`config.mk`:
```
export PLATFORM = sky130hd
export DESIGN_NAME = regfile_bypass_sb
export DESIGN_NICKNAME = d
export VERILOG_FILES = /design/src/rtl/bypass_pkg.sv /design/src/rtl/bypass_port_mux.sv /design/src/rtl/regfile_bypass_sb.sv
export SDC_FILE = /design/constraint.sdc
export NUM_CORES = 1
export LEC_CHECK = 0
export ABC_AREA = 1
export BUFFER_PORTS_ARGS = -buffer_cell sky130_fd_sc_hd__buf_2
export CORE_MARGIN = 1.5
export CORE_UTILIZATION = 50
export DETAILED_ROUTE_END_ITERATION = 12
export GPL_TIMING_DRIVEN = 0
export PLACE_DENSITY = 0.75
export SYNTH_ARGS = -nofsm -noshare
export SYNTH_HDL_FRONTEND = slang
export SYNTH_SLANG_ARGS = --single-unit
```
`constraint.sdc`:
```
create_clock -name clk -period 4.25 [get_ports clk]
set_input_delay 0.6375 -clock clk [delete_from_list [all_inputs] [get_ports clk]]
set_output_delay 0.6375 -clock clk [all_outputs]
set_load 0.05 [all_outputs]
```
`src/rtl/bypass_pkg.sv`:
```
// Shared types for the register-file bypass: operand/address aliases and forwarding source record.
package bypass_pkg;
  localparam int REG_WIDTH  = 5;
  localparam int DATA_WIDTH = 32;

  typedef logic [REG_WIDTH-1:0]  reg_addr_t;
  typedef logic [DATA_WIDTH-1:0] data_t;

  typedef struct packed {
    logic      en;
    logic      ready;
    reg_addr_t addr;
    data_t     data;
  } fwd_src_t;

  localparam reg_addr_t ZERO_REG = '0;
endpackage

```
`src/rtl/bypass_port_mux.sv`:
```
// One read port: youngest-first forwarding mux over the pipeline stages plus hazard detect.
// Purely combinational; a hazard is a pending (not ready) forwarder or a busy scoreboard entry.
module bypass_port_mux
  import bypass_pkg::*;
#(
  parameter int NUM_FWD_STAGES = 3
) (
  input  logic                                 rd_en_i,
  input  logic [REG_WIDTH-1:0]                 rd_addr_i,
  input  logic [DATA_WIDTH-1:0]                rf_data_i,
  input  logic                                 busy_i,
  input  logic [NUM_FWD_STAGES-1:0]            fwd_en_i,
  input  logic [NUM_FWD_STAGES-1:0]            fwd_ready_i,
  input  logic [NUM_FWD_STAGES*REG_WIDTH-1:0]  fwd_addr_i,
  input  logic [NUM_FWD_STAGES*DATA_WIDTH-1:0] fwd_data_i,
  output logic [DATA_WIDTH-1:0]                rd_data_o,
  output logic                                 hazard_o
);

  fwd_src_t src;
  logic     hit;
  logic     hit_ready;

  always_comb begin
    rd_data_o = rf_data_i;
    hazard_o  = 1'b0;
    hit       = 1'b0;
    hit_ready = 1'b1;
    src       = '0;
    // Walk oldest to youngest so the youngest matching stage overrides.
    for (int s = NUM_FWD_STAGES - 1; s >= 0; s--) begin
      src.en    = fwd_en_i[s];
      src.ready = fwd_ready_i[s];
      src.addr  = fwd_addr_i[s*REG_WIDTH +: REG_WIDTH];
      src.data  = fwd_data_i[s*DATA_WIDTH +: DATA_WIDTH];
      if (src.en && (src.addr == rd_addr_i)) begin
        hit       = 1'b1;
        hit_ready = src.ready;
        rd_data_o = src.data;
      end
    end
    if (!rd_en_i || (rd_addr_i == ZERO_REG)) begin
      rd_data_o = '0;
    end else begin
      hazard_o = (hit && !hit_ready) || busy_i;
    end
  end

endmodule

```
`src/rtl/regfile_bypass_sb.sv`:
```
// Multi-port operand bypass with a countdown scoreboard for long-latency writers.
// Operand path is combinational; scoreboard and stall counter update on the next edge.
module regfile_bypass_sb
  import bypass_pkg::*;
#(
  parameter int NUM_RD_PORTS   = 2,
  parameter int NUM_FWD_STAGES = 3,
  parameter int NUM_REGS       = 32,
  parameter int LAT_WIDTH      = 3
) (
  input  logic                                 clk,
  input  logic                                 rst,
  input  logic [NUM_RD_PORTS-1:0]              rd_en,
  input  logic [NUM_RD_PORTS*REG_WIDTH-1:0]    rd_addr,
  output logic [NUM_RD_PORTS*DATA_WIDTH-1:0]   rd_data,
  output logic [NUM_RD_PORTS-1:0]              rf_en,
  output logic [NUM_RD_PORTS*REG_WIDTH-1:0]    rf_addr,
  input  logic [NUM_RD_PORTS*DATA_WIDTH-1:0]   rf_data,
  input  logic [NUM_FWD_STAGES-1:0]            fwd_en,
  input  logic [NUM_FWD_STAGES-1:0]            fwd_ready,
  input  logic [NUM_FWD_STAGES*REG_WIDTH-1:0]  fwd_addr,
  input  logic [NUM_FWD_STAGES*DATA_WIDTH-1:0] fwd_data,
  input  logic                                 issue_valid,
  input  logic                                 issue_wr_en,
  input  logic [REG_WIDTH-1:0]                 issue_wr_addr,
  input  logic [LAT_WIDTH-1:0]                 issue_lat,
  input  logic                                 flush,
  output logic                                 stall,
  output logic [31:0]                          stall_cnt
);

  logic [NUM_REGS-1:0]                busy_q, busy_d;
  logic [NUM_REGS-1:0][LAT_WIDTH-1:0] cnt_q, cnt_d;
  logic [31:0]                        stall_cnt_q, stall_cnt_d;
  logic [NUM_RD_PORTS-1:0]            hazard;
  logic                               issue_fire;

  assign rf_en   = rd_en;
  assign rf_addr = rd_addr;

  for (genvar p = 0; p < NUM_RD_PORTS; p++) begin : g_port
    bypass_port_mux #(
      .NUM_FWD_STAGES(NUM_FWD_STAGES)
    ) u_mux (
      .rd_en_i    (rd_en[p]),
      .rd_addr_i  (rd_addr[p*REG_WIDTH +: REG_WIDTH]),
      .rf_data_i  (rf_data[p*DATA_WIDTH +: DATA_WIDTH]),
      .busy_i     (busy_q[rd_addr[p*REG_WIDTH +: REG_WIDTH]]),
      .fwd_en_i   (fwd_en),
      .fwd_ready_i(fwd_ready),
      .fwd_addr_i (fwd_addr),
      .fwd_data_i (fwd_data),
      .rd_data_o  (rd_data[p*DATA_WIDTH +: DATA_WIDTH]),
      .hazard_o   (hazard[p])
    );
  end

  assign stall      = |hazard;
  assign issue_fire = issue_valid && !stall && !flush;
  assign stall_cnt  = stall_cnt_q;

  always_comb begin
    busy_d = busy_q;
    cnt_d  = cnt_q;
    for (int r = 0; r < NUM_REGS; r++) begin
      if (busy_q[r]) begin
        if (cnt_q[r] == LAT_WIDTH'(1)) begin
          busy_d[r] = 1'b0;
          cnt_d[r]  = '0;
        end else begin
          cnt_d[r] = cnt_q[r] - LAT_WIDTH'(1);
        end
      end
    end
    // A new issue overrides an entry expiring in the same cycle.
    if (issue_fire && issue_wr_en && (issue_wr_addr != ZERO_REG) && (issue_lat != '0)) begin
      busy_d[issue_wr_addr] = 1'b1;
      cnt_d[issue_wr_addr]  = issue_lat;
    end
    if (flush) begin
      busy_d = '0;
      cnt_d  = '0;
    end
  end

  assign stall_cnt_d = (stall && (stall_cnt_q != 32'hFFFF_FFFF)) ? stall_cnt_q + 32'd1 : stall_cnt_q;

  always_ff @(posedge clk) begin
    if (rst) begin
      busy_q      <= '0;
      cnt_q       <= '0;
      stall_cnt_q <= '0;
    end else begin
      busy_q      <= busy_d;
      cnt_q       <= cnt_d;
      stall_cnt_q <= stall_cnt_d;
    end
  end

endmodule

```
==> results.toml <==
[timing]
grt_setup_unrepaired = "false"
hold-worst-slack_ns = 0.493
slew_violations = 0
worstMarginPinSlew_ns = 1.11
fin_crit_ns = 3.89
setup_viol = 0
finalClockSkew_ns = 0.0218
max_slew_margin_pct = 25.9
fin_crit_sh_pct = 91.5
fmax_ghz = 0.257
hold_viol_final = 0
fin_setup_tns_ns = 0

[setup_path]
critical_path_required_ns = 3.61
worstPathArrival_ns = 3.25
critPathKind = "in2out"
path_max_fanout = 10
critical_path.endpoint_type = "primary output"
startpoint_type = "primary input"

[clocking]
cts_tree = "done"
cts_root_buf = "clkbuf_16"
cts_hold_buf = 0
insertion_delay_ns = 0.45
postCtsSetupBuffers = 0
cts_max_level = 4
cts_resized = 0
max-clock-path-buffers = 2
cts_made_buffers = 17
path_clk_slew_ns = 0.08
cts_sinks = 160

[route]
wirelength_mm = 58.1
routed_via_density = 5.84
wire_per_inst_um = 18.3
drc_errors = 0
vias = 18500
drtPass1Iterations = 8
ant_nets = 0
drt_iter0_drc = 1929

[power_and_ir_drop]
p_leak_nw = 7.56
p_total_mw = 4.04
powerDensity_mw_per_mm2 = 241
ir_drop_v = 0.000190

[die]
die_height_um = 171
dieArea_mm2 = 0.0293
core_mm2 = 0.0279
num_io_pins = 315
initial_utilization_pct = 50.8
die_w_um = 171
placementRows = 61

[placement]
gp_congestion = 1.01
hpwl_mm = 43.6
port_buffers = 309
dp.cells = 3132

[logic_synthesis]
synthCells = 2445
ys_top_cells_by_area = "dfxtp_1 23%, nand2_1 19%, a21oi_1 9.3%, o21ai_0 8.3%, inv_1 8.1%"
post-synth-top-area-cell = "dfxtp_1"
synth_nets = 2716
yosysWarnings = 0
synth_area_per_cell_um2 = 5.79
ys_seq_area_share_pct = 22.6
ys_ff_latch = 160
yosysUniqueCellTypes = 30
syn_area_mm2 = 0.0142
synth_top_area_share_pct = 22.6

[layout]
stdcell_count = 3165
synthToLayoutAreaGrowth_pct = 18.3
fillers = 2800
layout-drive-gt1-share_pct = 14.9
nNetsFinal = 3044

[flow_run]
maxCapViolCount = 0

[global_route]
grt_pass1_wl_mm = 88.1
grt_pass1_vias = 16500
grt_overflow = 0
grt_max_degree = 18
grt_usage_pct = 38.4
antenna_found_initial = 4

[outcome]
status = "finished clean"

[min_path]
hold_path_class = "reg2reg"
-- kinds of logic (layout without fill, tap and decap cells) --
kind of cell,after synthesis,in the layout,synth area share [%]
flops,160,160,22.6
other cells,0,2,0
compound gates,603,603,22.6
fa+ha+maj,65,65,5.74
buf+inv,472,812,13.6
simple gates,1112,1112,33.4
xor+xnor,33,33,2.04
-- sequential cells by signal, summed over array words and instances (netlist names) --
signal     flops
busy_q        32
cnt_q         96
stall_cnt     32
-- per-layer routing --
layer  routed length, µm  track usage [%]  share of wire, %
met5                  35                0             0.060
met4                2460             17.3               4.2
met3                5640             7.80               9.7
met2               26700             62.7                46
met1               23200             48.8                40
-- stage by stage --
| step | utilization, % | cell area (µm²) | setup WS [ns] |
|---|---|---|---|
| floorplan | - | 14200 | 1.36 |
| global placement | 58.1 | 16200 | 0.431 |
| detailed placement | 58.1 | 16200 | 0.452 |
| CTS | 60.1 | 16700 | 0.447 |
| global route | 60.1 | 16700 | 0.173 |
| finish | 60.1 | 16700 | 0.361 |
-- synthesized netlist by cell type --
library cell  count
o211ai_1          7
nor2_1          122
inv_2             7
xor2_1           22
nand2_4           1
buf_2            39
nor4_1            7
nand2_2           3
a21oi_1         264
inv_1           307
o21ai_0         235
clkbuf_1         91
nand2b_1          1
a31oi_1          64
nand2_1         708
buf_1             7
a21oi_2           1
ha_1             65
nand3_2           1
nor3_1           55
and2_1            1
xnor2_1          11
dfxtp_1         160
nand4_1         139
buf_4            14
a21o_1           31
buf_6             7
a211oi_1          1
nand3_1          72
nor2_2            2
-- placed cells by master (no fill, tap or decap), types with 11 or more instances in the layout --
cell and instances:
a21o_1 31, a21oi_1 264, a31oi_1 64, buf_2 348
buf_4 14, clkbuf_1 91, clkbuf_16 17, dfxtp_1 160
ha_1 65, inv_1 307, nand2_1 708, nand3_1 72
nand4_1 139, nor2_1 122, nor3_1 55, o21ai_0 235
xnor2_1 11, xor2_1 22
-- final timing paths --
path | from | to | slack, ns | cells after the start
worst max-delay path | rd_addr[1] | rd_data[24] | 0.36 | 12
worst min register to register | cnt_q[2] | cnt_q[2] | 0.49 | 2
worst max register to register | stall_cnt[5] | stall_cnt[19] | 1.68 | 11
worst min-delay path | cnt_q[2] | cnt_q[2] | 0.49 | 2
-- power by group --
| part | total, mW | internal [mW] | switching (mW) |
|---|---|---|---|
| Clock | 1.54 | 0.779 | 0.758 |
| Sequential | 1.51 | 1.50 | 0.00443 |
| Combinational | 0.996 | 0.258 | 0.738 |
| Total | 4.04 | 2.54 | 1.50 |
-- worst max-delay path: stages --
cell and delay [ns]:
buf_2 0.15, buf_2 0.30, nand2_1 0.09, nand2_1 0.07
nor2_1 0.04, nand3_1 0.14, clkbuf_1 0.42, clkbuf_1 0.51
a31oi_1 0.14, o21ai_0 0.43, inv_1 0.09, buf_2 0.23
-- cell type report --
type,instances,area [µm²],area share [%]
Sequential cell,160,3200,19.1
Buffer,158,747,4.46
Multi-Input combinational cell,1813,9030,53.9
Tap cell,378,473,2.82
Clock buffer,17,425,2.54
Inverter,314,1180,7.04
Clock inverter,14,140,0.837
Timing Repair Buffer,309,1550,9.23
Antenna cell,2,5.00,0.0299
No activity file was read; power rests on OpenSTA's default activity.
